--- src/rtl/rvenc_pkg.sv ---
// Shared definitions for the RV32I instruction encoder: format codes,
// opcode constants, FSM state encoding, FIFO entry layout and helpers.
// Optional feature macro: RVENC_LI_SPLIT_EN (enables the LUI+ADDI split of
// wide load-immediate requests; when undefined the SPLIT state does not exist).
package rvenc_pkg;

  // Request format codes as presented on req_fmt
  typedef enum logic [2:0] {
    FMT_R   = 3'd0,
    FMT_I   = 3'd1,
    FMT_S   = 3'd2,
    FMT_B   = 3'd3,
    FMT_U   = 3'd4,
    FMT_J   = 3'd5,
    FMT_LI  = 3'd6,
    FMT_RSV = 3'd7
  } fmt_e;

  localparam logic [6:0] OP_LUI  = 7'b0110111;
  localparam logic [6:0] OP_IMM  = 7'b0010011;
  localparam logic [2:0] F3_ADDI = 3'b000;
  localparam logic [4:0] REG_X0  = 5'd0;

`ifdef RVENC_LI_SPLIT_EN
  typedef enum logic [0:0] {
    ST_IDLE  = 1'b0,
    ST_SPLIT = 1'b1
  } state_e;
`else
  typedef enum logic [0:0] {
    ST_IDLE = 1'b0
  } state_e;
`endif

  // One FIFO slot: end-of-request marker plus the encoded word
  typedef struct packed {
    logic        last;
    logic [31:0] inst;
  } fifo_entry_t;

  // True when imm is representable as a signed value of 'bits' bits,
  // i.e. everything from bit (bits-1) upward is a pure sign extension.
  function automatic logic imm_fits(input logic [31:0] imm, input int unsigned bits);
    logic signed [31:0] s;
    s = $signed(imm) >>> (bits - 1);
    return (s == '0) || (s == '1);
  endfunction

  // I-type word: imm[11:0] | rs1 | funct3 | rd | opcode
  function automatic logic [31:0] enc_i(input logic [11:0] imm, input logic [4:0] rs1,
                                        input logic [2:0] f3, input logic [4:0] rd,
                                        input logic [6:0] op);
    return {imm, rs1, f3, rd, op};
  endfunction

  // U-type word: imm[31:12] | rd | opcode
  function automatic logic [31:0] enc_u(input logic [19:0] imm_hi, input logic [4:0] rd,
                                        input logic [6:0] op);
    return {imm_hi, rd, op};
  endfunction

endpackage

--- src/rtl/rvenc_fifo.sv ---
// Output FIFO for the instruction encoder: DEPTH x {last, inst}.
// Head valid/data are registered; the next head is computed from the
// post-edge pointers with a bypass so a push into an empty FIFO is visible
// on the very next cycle. Pointers carry one extra wrap bit.
module rvenc_fifo
  import rvenc_pkg::*;
#(
  parameter int unsigned DEPTH = 4  // power of two, >= 2
) (
  input  logic        clk,
  input  logic        rst_n,
  input  logic        push,
  input  fifo_entry_t push_data,
  output logic        full,
  input  logic        pop_ready,
  output logic        head_valid,
  output fifo_entry_t head_data
);

  localparam int unsigned AW = $clog2(DEPTH);
  localparam logic [AW:0] PTR_ONE = (AW + 1)'(1);

  logic [AW:0] wr_ptr_q, wr_ptr_d;
  logic [AW:0] rd_ptr_q, rd_ptr_d;
  logic        head_valid_q, head_valid_d;
  fifo_entry_t head_data_q, head_data_d;
  fifo_entry_t mem_q [DEPTH];
  logic        pop;

  assign pop  = head_valid_q & pop_ready;
  assign full = (wr_ptr_q[AW] != rd_ptr_q[AW]) &&
                (wr_ptr_q[AW-1:0] == rd_ptr_q[AW-1:0]);

  // Next pointers and the head entry that will be presented after this edge
  always_comb begin
    wr_ptr_d     = wr_ptr_q;
    rd_ptr_d     = rd_ptr_q;
    head_data_d  = '0;
    if (push) wr_ptr_d = wr_ptr_q + PTR_ONE;
    if (pop)  rd_ptr_d = rd_ptr_q + PTR_ONE;
    head_valid_d = (wr_ptr_d != rd_ptr_d);
    if (head_valid_d) begin
      // The slot being written this edge may already be the new head
      if (push && (wr_ptr_q[AW-1:0] == rd_ptr_d[AW-1:0])) begin
        head_data_d = push_data;
      end else begin
        head_data_d = mem_q[rd_ptr_d[AW-1:0]];
      end
    end
  end

  // Storage array, no reset needed: contents are qualified by the pointers
  always_ff @(posedge clk) begin
    if (push) mem_q[wr_ptr_q[AW-1:0]] <= push_data;
  end

  // Pointer and registered head state; reset flushes the FIFO
  always_ff @(posedge clk or negedge rst_n) begin
    if (!rst_n) begin
      wr_ptr_q     <= '0;
      rd_ptr_q     <= '0;
      head_valid_q <= 1'b0;
      head_data_q  <= '0;
    end else begin
      wr_ptr_q     <= wr_ptr_d;
      rd_ptr_q     <= rd_ptr_d;
      head_valid_q <= head_valid_d;
      head_data_q  <= head_data_d;
    end
  end

  assign head_valid = head_valid_q;
  assign head_data  = head_data_q;

endmodule

--- src/rtl/rv32i_inst_encoder.sv ---
// RV32I instruction encoder: packs request fields into 32-bit words and
// queues them in an output FIFO with valid/ready on both sides.
// Macro RVENC_LI_SPLIT_EN: when defined, wide LI requests become LUI+ADDI
// through the SPLIT state; when undefined, LI is always a single ADDI and
// an out-of-range LI immediate raises err_range.
module rv32i_inst_encoder
  import rvenc_pkg::*;
#(
  parameter int unsigned FIFO_DEPTH = 4
) (
  input  logic        clk,
  input  logic        rst_n,
  input  logic        req_valid,
  output logic        req_ready,
  input  logic [2:0]  req_fmt,
  input  logic [6:0]  req_op,
  input  logic [2:0]  req_func3,
  input  logic [6:0]  req_func7,
  input  logic [4:0]  req_rd,
  input  logic [4:0]  req_rs1,
  input  logic [4:0]  req_rs2,
  input  logic [31:0] req_imm,
  output logic        out_valid,
  input  logic        out_ready,
  output logic [31:0] out_inst,
  output logic        out_last,
  output logic        err_range
);

  state_e      state_q, state_d;
  logic        err_q, err_d;
  logic        rdy_en_q, rdy_en_d;
  logic        accept;
  fmt_e        fmt;
  logic [31:0] enc_inst;
  logic        enc_last;
  logic        enc_err;
  logic        fifo_full;
  logic        fifo_push;
  fifo_entry_t fifo_wdata;
  logic        head_valid;
  fifo_entry_t head_data;
`ifdef RVENC_LI_SPLIT_EN
  logic        enc_split;
  logic [19:0] lui_hi;
  logic [4:0]  split_rd_q, split_rd_d;
  logic [11:0] split_lo_q, split_lo_d;

  // Upper part rounded so that the sign-extended low 12 bits add back exactly
  assign lui_hi = req_imm[31:12] + 20'(req_imm[11]);
`endif

  assign fmt       = fmt_e'(req_fmt);
  // rdy_en_q holds ready low through reset and the first edge after it
  assign req_ready = rdy_en_q & (state_q == ST_IDLE) & ~fifo_full;
  assign accept    = req_valid & req_ready;

  // Field packing and range checking for the request currently presented
  always_comb begin
    enc_inst = '0;
    enc_last = 1'b1;
    enc_err  = 1'b0;
`ifdef RVENC_LI_SPLIT_EN
    enc_split = 1'b0;
`endif
    case (fmt)
      FMT_R: begin
        enc_inst = {req_func7, req_rs2, req_rs1, req_func3, req_rd, req_op};
      end
      FMT_I: begin
        enc_inst = enc_i(req_imm[11:0], req_rs1, req_func3, req_rd, req_op);
        enc_err  = ~imm_fits(req_imm, 12);
      end
      FMT_S: begin
        enc_inst = {req_imm[11:5], req_rs2, req_rs1, req_func3, req_imm[4:0], req_op};
        enc_err  = ~imm_fits(req_imm, 12);
      end
      FMT_B: begin
        enc_inst = {req_imm[12], req_imm[10:5], req_rs2, req_rs1, req_func3,
                    req_imm[4:1], req_imm[11], req_op};
        enc_err  = ~imm_fits(req_imm, 13) | req_imm[0];
      end
      FMT_U: begin
        enc_inst = enc_u(req_imm[31:12], req_rd, req_op);
      end
      FMT_J: begin
        enc_inst = {req_imm[20], req_imm[10:1], req_imm[11], req_imm[19:12], req_rd, req_op};
        enc_err  = ~imm_fits(req_imm, 21) | req_imm[0];
      end
      FMT_LI: begin
`ifdef RVENC_LI_SPLIT_EN
        if (imm_fits(req_imm, 12)) begin
          enc_inst = enc_i(req_imm[11:0], REG_X0, F3_ADDI, req_rd, OP_IMM);
        end else begin
          enc_inst = enc_u(lui_hi, req_rd, OP_LUI);
          // A zero low part needs no ADDI; the LUI alone is the whole value
          if (req_imm[11:0] != 12'd0) begin
            enc_last  = 1'b0;
            enc_split = 1'b1;
          end
        end
`else
        enc_inst = enc_i(req_imm[11:0], REG_X0, F3_ADDI, req_rd, OP_IMM);
        enc_err  = ~imm_fits(req_imm, 12);
`endif
      end
      default: begin
        // Reserved code: encode as R-type but flag it
        enc_inst = {req_func7, req_rs2, req_rs1, req_func3, req_rd, req_op};
        enc_err  = 1'b1;
      end
    endcase
  end

  // Control: push on accept, optional SPLIT follow-up push, error pulse
  always_comb begin
    state_d    = state_q;
    err_d      = 1'b0;
    rdy_en_d   = 1'b1;
    fifo_push  = 1'b0;
    fifo_wdata = '0;
`ifdef RVENC_LI_SPLIT_EN
    split_rd_d = split_rd_q;
    split_lo_d = split_lo_q;
`endif
    if (accept) begin
      fifo_push       = 1'b1;
      fifo_wdata.last = enc_last;
      fifo_wdata.inst = enc_inst;
      err_d           = enc_err;
`ifdef RVENC_LI_SPLIT_EN
      if (enc_split) begin
        state_d    = ST_SPLIT;
        split_rd_d = req_rd;
        split_lo_d = req_imm[11:0];
      end
`endif
    end
`ifdef RVENC_LI_SPLIT_EN
    if ((state_q == ST_SPLIT) && !fifo_full) begin
      fifo_push       = 1'b1;
      fifo_wdata.last = 1'b1;
      fifo_wdata.inst = enc_i(split_lo_q, split_rd_q, F3_ADDI, split_rd_q, OP_IMM);
      state_d         = ST_IDLE;
    end
`endif
  end

  // Control state registers; reset aborts any pending SPLIT
  always_ff @(posedge clk or negedge rst_n) begin
    if (!rst_n) begin
      state_q  <= ST_IDLE;
      err_q    <= 1'b0;
      rdy_en_q <= 1'b0;
`ifdef RVENC_LI_SPLIT_EN
      split_rd_q <= '0;
      split_lo_q <= '0;
`endif
    end else begin
      state_q  <= state_d;
      err_q    <= err_d;
      rdy_en_q <= rdy_en_d;
`ifdef RVENC_LI_SPLIT_EN
      split_rd_q <= split_rd_d;
      split_lo_q <= split_lo_d;
`endif
    end
  end

  rvenc_fifo #(
    .DEPTH (FIFO_DEPTH)
  ) u_fifo (
    .clk        (clk),
    .rst_n      (rst_n),
    .push       (fifo_push),
    .push_data  (fifo_wdata),
    .full       (fifo_full),
    .pop_ready  (out_ready),
    .head_valid (head_valid),
    .head_data  (head_data)
  );

  assign out_valid = head_valid;
  assign out_inst  = head_data.inst;
  assign out_last  = head_data.last;
  assign err_range = err_q;

endmodule

--- config.mk ---
export PLATFORM = sky130hd
export DESIGN_NAME = rv32i_inst_encoder
export DESIGN_NICKNAME = d
export VERILOG_FILES = /design/src/rtl/rvenc_pkg.sv /design/src/rtl/rvenc_fifo.sv /design/src/rtl/rv32i_inst_encoder.sv
export SDC_FILE = /design/constraint.sdc
export NUM_CORES = 1
export LEC_CHECK = 0
export BUFFER_PORTS_ARGS = -buffer_cell sky130_fd_sc_hd__buf_2
export CAP_MARGIN = 25
export CORE_ASPECT_RATIO = 0.75
export CORE_MARGIN = 2
export CORE_UTILIZATION = 57
export DETAILED_ROUTE_END_ITERATION = 8
export PLACE_DENSITY = 0.79
export RECOVER_POWER = 25
export SYNTH_ARGS = -nofsm -noshare
export SYNTH_HDL_FRONTEND = slang
export SYNTH_SLANG_ARGS = --single-unit
--- constraint.sdc ---
create_clock -name clk -period 3.4 [get_ports clk]
set_input_delay 1.02 -clock clk [delete_from_list [all_inputs] [get_ports clk]]
set_output_delay 1.02 -clock clk [all_outputs]
set_load 0.05 [all_outputs]
After elaboration in Yosys (flattened, before gate mapping)
Memory sizes are Yosys's and may differ from the RTL's.
Cells that the tools add are included.
Widths: inputs -> output; s select.
Word-level totals
  input bits: 71
  logic and storage cells: 54
  memory bits (writable): 132
  register bits: 42
  memories kept: 1
Operators by class
  reductions and logical operators: 11
  bitwise logic cells: 9
  equality and inequality tests: 13
  muxes and demuxes: 11
  add/subtract/negate cells: 2
Memories
  u_fifo.mem_q: words 4, bits a word 33, read ports 1, clocked after memory_dff 0, write ports 1, RTL line rvenc_fifo.sv:27  | fifo_entry_t mem_q [DEPTH];
Operator list (count)
  $pmux 32 s6: 1
  $mux 33: 3
  $eq 32x32->1 const B: 3
  $logic_not 32->1: 3
  $eq 3x3->1 const B: 3
  $add 3x1->3 const B: 2
  $eq 3x2->1 const B: 2
  $mux 3: 2
  $eq 2x2->1: 2
  $mux 1: 4
  $not 1->1: 4
  $pmux 1 s4: 1
  $and 1x1->1: 3
  $eq 3x1->1 const B: 1
  $logic_not 3->1: 1
  $logic_or 1x1->1: 3
  $ne 3x3->1: 1
  $reduce_or 3->1: 1
  $logic_and 1x1->1: 2
  $or 1x1->1: 2
  $reduce_or 2->1: 1
  $ne 1x1->1: 1

Depth between registers and ports, before layout
Gate-level depths: netlist (run 1).
  word-level depth: 9
  mapped depth: 7
  mapped depth without buffers: 6

Hierarchy
A second synthesis (run 1) with hierarchy kept.
Second synthesis, totals
  cell total of the unflattened synthesis: 576
  area total of the unflattened synthesis: 7574.8 µm²
Modules (own cells, without submodules)
  rvenc_fifo: instances 1, area each 6637.6 µm², sequential area each 4964.8 µm², cells each 433
  rv32i_inst_encoder: instances 1, area each 937.1 µm², sequential area each 50.0 µm², cells each 143

Worst setup path after synthesis (run 1)
No wires, ideal clock.
  path type: input port to flip-flop
  start: input req_valid
  end: memory u_fifo.mem_q[3][0] (netlist name) (enable)
  slack: 686 ps
  arrival: 2319 ps
  stages on the path: 4
  setup time: 395 ps
  path through: o311ai_4 inv_2 buf_2 and2_1
On the way
  longest elaborated chain between the ends: 4
RTL lines
  from (decl): RTL line rv32i_inst_encoder.sv:13  | input logic req_valid,
  $and 1x1->1: RTL line rv32i_inst_encoder.sv:56  | assign accept = req_valid & req_ready;
  net accept: RTL line rv32i_inst_encoder.sv:33  | logic accept;
  $mux 1: RTL line rv32i_inst_encoder.sv:126  | if (accept) begin
  $mux 1: RTL line rvenc_fifo.sv:54  | if (push) mem_q[wr_ptr_q[AW-1:0]] <= push_data;
  $mux 1 (implied by the code): RTL line rvenc_fifo.sv:54
  to (decl): RTL line rvenc_fifo.sv:27
The timed path passes the listed nets, and every way through them passes these cells.

==> results of run 1 <==
metal layers:
metal | part of all wire | global-route usage | vias up
met4 | 0.010 | 0.0692 | 0
met5 | 0 | 0 | -
met3 | 0.081 | 0.0729 | 20
met2 | 0.48 | 0.398 | 229
met1 | 0.42 | 0.365 | 2508
li1 | - | - | 2157
power by group through the flow:
stage	logic (uW)	registers [uW]	clock network (uW)
2_1_floorplan	1920	3710	0
3_3_place_gp	3390	3020	0
3_5_place_dp	3480	3030	0
4_1_cts	3520	2990	1920
5_1_grt	3680	3040	2010
6_report	3430	3000	1910
logic make-up after synthesis:
group | after synthesis
AND/OR/NAND/NOR | 124
multiplexers | 78
flip-flops | 174
buffers and inverters | 41
XOR/XNOR | 11
AO/OA/AOI/OAI | 65
adder cells (fa/ha/maj) | 5
other | 1
area by class of cell:
class	instances	area [sq um]
Tap cell	171	214
Clock buffer	23	522
Timing Repair Buffer	128	673
Inverter	11	41.3
Multi-Input combinational cell	284	2520
Fill cell	908	4060
Sequential cell	174	5010
Clock inverter	9	68.8
flip-flops by register name, summed over array words and instances, names as in the netlist:
register	cells
err_range	1
rdy_en_q	1
u_fifo.head_data	33
u_fifo.head_valid	1
u_fifo.mem_q	132
u_fifo.rd_ptr_q	3
u_fifo.wr_ptr_q	3
stage by stage:
stage / instances / area [sq um] / utilization
finish: 800 / 9050 / 0.691
global route: 800 / 9050 / 0.691
CTS: 800 / 9120 / 0.695
detailed placement: 768 / 8530 / 0.650
global placement: 768 / 8530 / 0.650
floorplan: 499 / 7730 / -
cell usage after synthesis (3+ instances only):
master     count  area share
edfxtp_1     132        0.51
nor2_1        65       0.032
dfrtp_1       42        0.14
mux2i_1       40       0.052
mux4_2        33       0.096
a21oi_1       15      0.0097
nand2b_1      11      0.0089
a22oi_1       10      0.0097
buf_2          9      0.0058
clkbuf_1       9      0.0044
inv_1          9      0.0044
or3_1          8      0.0065
a211o_1        7      0.0079
buf_6          7       0.010
nand2_1        7      0.0034
and3_1         6      0.0049
o22ai_1        6      0.0049
ha_1           5      0.0081
mux2_2         5      0.0073
nand4_1        5      0.0040
o21ai_0        5      0.0032
xor2_1         5      0.0057
a2111oi_1      4      0.0052
and2_1         4      0.0032
nand3_1        4      0.0026
nor3_1         4      0.0026
xnor2_1        4      0.0045
a211oi_1       3      0.0029
buf_1          3      0.0015
nor4_1         3      0.0024
final timing paths:
kind | from | endpoint | slack, ns | cells after the start
hold reg to reg | u_fifo.wr_ptr_q[2] | u_fifo.wr_ptr_q[2] | 0.57 | 1
setup reg to reg | u_fifo.rd_ptr_q[0] | u_fifo.head_data[16] | 0.45 | 7
setup / recovery | u_fifo.rd_ptr_q[0] | u_fifo.head_data[16] | 0.45 | 7
max in group asynchronous | rst_n | u_fifo.head_valid | 1.14 | 2
min in group asynchronous | rst_n | u_fifo.head_data[31] | 0.91 | 1
hold / removal | u_fifo.wr_ptr_q[2] | u_fifo.wr_ptr_q[2] | 0.57 | 1
critical path: cells and delay by family, from the launching register on:
family | cells | cell delay (ns)
compound gates | 2 | 1.14
buf+inv | 2 | 0.62
flops | 1 | 0.48
mux | 1 | 0.26
xor+xnor | 1 | 0.24
simple gates | 1 | 0.07
==> impl_results.md, run 1 <==
- Status: finished clean
- CTS sink cnt: about 170
- Share of cells above drive strength 1: 0.264
- Minimum clock period: 2.95 ns
- Placeable Area: between 10000 and 15000 sq um
- Compound-cell area share of the yosys netlist: 0.0663
- Critical Path Slowest Stage Cell: o311ai_4
- Worst-Margin Slew: around 1.4 ns
- Initial DRC count: ~530
- Comb power frac: 0.411
- Post-CTS Repair Setup Buffers: 0
- Switching share of power: 0.385
- Ys async rst share: 0.241
- Sum Neg Setup Slack: 0 ns
- 1st-pass router iterations: 6
- Avg WL per Cell: between 20 and 25 microns
- Number of distinct library cells after synthesis: between 50 and 60
- Post-synthesis register bit count: 174
- GRT Total Usage: 0.257
- Leak: ~0.0036 uW
- Synthesized area: ~7700 sq um
- Commonest non-fill, non-tap cell in the layout: edfxtp_1
- Synth Area per Inst: 15.5 sq um
- Cell Rows: 36
- CTS hold repair buffers: 0
- Port bufs: approximately 110
- Post-cts resize count: 0
- Final setup viols: 0
- Gp weighted congestion: approximately 0.83
- Synth Area in Adders: 0.00809
- Cell count after synthesis: 499
- Worst-Skew Late Latency: 0.43 ns
- Bufs on Longest Clock Path: 2
- Die Span X: roughly 140 microns
- Number of global-route vias before repair: slightly below 5k
- IO Pins: approximately 110
- Syn Nets: about 580
- CTS root buf: clkbuf_16
- Routed Antenna Nets: 0
- Hold slack: around 0.57 ns
- Setup CP Type: flop to flop
- HPWL Detailed: ~12000 microns
- GRT overflow: 0
- Post-synth EDFFs: about 130
- Global-route wire length before repair: ~28000 microns
- Worst Setup Slack, final: 0.452 ns
- Synth Flop Type: edfxtp_1
- Total power: 8340 uW
- Largest net degree at the start of global routing: 32
- Residual DRC: 0
- Pre-CTS setup slack: about 0.34 ns
- Sequential Power Share: 0.360
- Synth-to-Final Area Change: 17.0%
- CP Capture Type: flop
- Worst-path fanout max: 19
- Unrepaired setup endpoints after global routing: no
- Initial antenna violation count: 0
- Pwr dens: about 900 nW/um^2
- Largest family of logic cells by synthesized area: multiplexers
- Vias/cell: 6.14
- VDD IR-drop max: roughly 0.00061 V
- Slew HR: 0.0577
- Pint: 5130 uW
- Required @ worst endpoint: approximately 3.7 ns
- Starting Density: 0.590
- Max Clk Rate: about 340 MHz
- Psw: 3210 uW
- Worst Path Arrival: 3.26 ns
- Post-synthesis sequential area ratio: 0.648
- Synth Area in XOR/XNOR: 0.0160
- Maxcap violations: 0
- Num CTS Buffers: 17
- Die area: approximately 15000 sq um
- Commonest cells after routing, fill and taps aside: 132 x edfxtp_1, 69 x buf_2, 65 x nor2_1
- Final worst-path cycle share: 0.867
- TritonCTS clock tree: done
- H-tree levels: 4
- Multiplexer share of the synthesized area: 0.155
- Critical path, cell by cell: xor2_1 > o311ai_4 > inv_2 > o211ai_4 > buf_12 > mux2i_1 > nor2_1
- Worst hold path class: flop to flop
- Final slew viol count: 0
- Antenna Cells: 0
- Nets: roughly 690
- Startpoint types: flop
- Post-Synth Simple-Gate Area: 0.0765
- Final WL: 18100 microns
- Final Hold Fails: 0
- Clock Power Share: 0.229
- Slowest cell delay on critical path: around 0.7 ns
- Vias: ~4.9k
- Reg clk slew, reported paths: around 0.07 ns
- Clock Skews: around 0.013 ns
- Die height: 105 microns
- Yosys warns: 0
No activity file was read; power rests on OpenSTA's default activity.
==> run 2: changes to the inputs <==
==> constraint.sdc (replaced) <==
create_clock -name clk -period 3.4 [get_ports clk]
set_input_delay 0.17 -clock clk [delete_from_list [all_inputs] [get_ports clk]]
set_output_delay 0.17 -clock clk [all_outputs]
set_load 0.05 [all_outputs]
==> run 2 against run 1 <==
Effect of this change: sequential power is essentially flat; clock power is essentially flat; cell count shrank 0.88%; fmax grew 12%; combinational power shrank 4%; non-clock buffer count shrank 8; clock-buffer cell count shrank 6; setup slack gained 0.31 ns; largest power group unchanged.
==> impl_results.md, run 2 (same netlist as run 1, synthesis figures left out) <==
- Final setup viols: 0 (unchanged)
- Port bufs: 106 (unchanged)
- Worst-Skew Late Latency: 0.43 ns (about the same)
- Avg WL per Cell: 21.3 microns (-5.5%)
- VDD IR-drop max: 0.000645 V (+5.9%)
- Total power: 8220 uW (-1.4%)
- Clock Power Share: 0.234 (+0.005)
- Vias/cell: 6.15 (about the same)
- Final Non-Filler Cells: 793 (-0.88%)
- Status: finished clean
- Leak: 0.00355 uW (-1.0%)
- CTS sink cnt: 174 (unchanged)
- Max Clk Rate: 379 MHz (+12%)
- Share of cells above drive strength 1: 0.259 (-0.00465)
- Post-CTS Repair Setup Buffers: 0 (unchanged)
- Final WL: 16900 microns (-6.3%)
- Filler Cell Count: 889 (-2.1%)
- Initial DRC count: 402 (-23%)
- GRT Total Usage: 0.241 (-0.0164)
- Startpoint types: flop
- TritonCTS clock tree: done
- Die area: 14500 sq um (unchanged)
- Starting Density: 0.590 (unchanged)
- Unrepaired setup endpoints after global routing: no
- Pint: 5030 uW (-1.8%)
- Cell Rows: 36 (unchanged)
- Commonest non-fill, non-tap cell in the layout: edfxtp_1
- Worst-Margin Slew: 1.48 ns (+0.0683 ns)
- Nets: 684 (-1.2%)
- Sequential Power Share: 0.364 (+0.004)
- Sum Neg Setup Slack: 0 ns (unchanged)
- Minimum clock period: 2.64 ns (-0.307 ns)
- Worst-path fanout max: 34 (+15)
- Required @ worst endpoint: 3.69 ns (-0.02 ns)
- Slew HR: 0.0121 (-0.0456)
- Clock Skews: 0.00905 ns (-0.00388 ns)
- Vias: 4873 (-0.83%)
- Comb power frac: 0.402 (-0.009)
- Routed Antenna Nets: 0 (unchanged)
- CTS hold repair buffers: 1 (+1)
- Final Hold Fails: 0 (unchanged)
- Post-cts resize count: 0 (unchanged)
- Num CTS Buffers: 17 (unchanged)
- Maxcap violations: 0 (unchanged)
- H-tree levels: 4 (unchanged)
- Die height: 105 microns (unchanged)
- HPWL Detailed: 10500 microns (-8.5%)
- Placeable Area: 13100 sq um (unchanged)
- DP Cell Count: 758 (-1.3%)
- Switching share of power: 0.388 (+0.00292)
- Setup CP Type: flop to flop
- Initial antenna violation count: 1 (+1)
- CP Capture Type: flop
- Pwr dens: 915 nW/um^2 (-0.66%)
- GRT overflow: 0 (unchanged)
- Hold Crit Depth: 2 (+1)
- Global-route wire length before repair: 26400 microns (-4.9%)
- Gp weighted congestion: 0.815 (-2.1%)
- Psw: 3190 uW (-0.62%)
- Bufs on Longest Clock Path: 2 (unchanged)
- Residual DRC: 0 (unchanged)
- Final worst-path cycle share: 0.777 (-0.0902)
- Worst Path Arrival: 2.94 ns (-0.32 ns)
- Die Span X: 139 microns (unchanged)
- Number of global-route vias before repair: 4843 (-1.9%)
- Worst hold path class: input pin to flop
- Largest net degree at the start of global routing: 43 (+34%)
- Max reg flops: 132 (unchanged)
- Reg clk slew, reported paths: 0.07 ns (about the same)
- Final slew viol count: 0 (unchanged)
- IO Pins: 107 (unchanged)
- 1st-pass router iterations: 5 (-1)
- Synth-to-Final Area Change: 16.2%
- R2R depth: 6 (-1)
- CTS root buf: clkbuf_16
- Commonest cells after routing, fill and taps aside: 132 x edfxtp_1, 70 x buf_2, 65 x nor2_1
[run 2: worst paths after layout]
path                            slack, ns               start                   end
worst max-delay path                 0.76  u_fifo.rd_ptr_q[0]  u_fifo.head_data[18]
worst min-delay path                 0.18           req_op[2]    u_fifo.mem_q[2][2]
worst max register to register       0.76  u_fifo.rd_ptr_q[0]  u_fifo.head_data[18]
worst min register to register       0.57  u_fifo.wr_ptr_q[2]    u_fifo.wr_ptr_q[2]
max in group asynchronous            0.99               rst_n  u_fifo.head_data[21]
min in group asynchronous            0.48               rst_n    u_fifo.rd_ptr_q[2]
[run 2: power groups by stage]
stage                     clock [uW]  sequential (uW)  combinational, uW
after floorplan                    0             3710               1920
after global placement             0             3010               3310
after detailed placement           0             3020               3410
after CTS                       1960             2990               3430
after global routing            2050             3030               3550
final                           1930             2990               3300
[run 2: stage by stage]
stage | instance area [sq um] | hold WS, ns | util | worst slack (ns)
final | 8990 | 0.177 | 0.686 | 0.758
after global routing | 8980 | 0.196 | 0.685 | 0.529
after CTS | 9040 | 0.158 | 0.690 | 0.802
after detailed placement | 8440 | 0.430 | 0.644 | 0.816
after global placement | 8420 | 0.406 | 0.642 | 0.664
after floorplan | 7730 | -0.126 | - | 0.973
[run 2: area by class of cell]
class	instances	area [sq um]	share of cell area
Clock buffer	17	425	0.0473
Inverter	11	41.3	0.00459
Antenna cell	1	2.50	0.000278
Timing Repair Buffer	120	614	0.0684
Multi-Input combinational cell	284	2500	0.279
Clock inverter	15	169	0.0188
Sequential cell	174	5010	0.558
Tap cell	171	214	0.0238
[run 2: worst max-delay path: stages (launching register included)]
cell and delay (ns):
dfrtp_1 0.47, xor2_1 0.22, o311ai_0 0.49, inv_1 0.41
o32ai_4 0.34, buf_4 0.43, nor2_1 0.12
[run 2: layer usage]
metal	part of all wire	routed length (microns)	GRT usage
met4	0.0041	69	0.0620
met3	0.078	1330	0.0692
met1	0.43	7200	0.327
met2	0.49	8340	0.389
met5	0	0	0
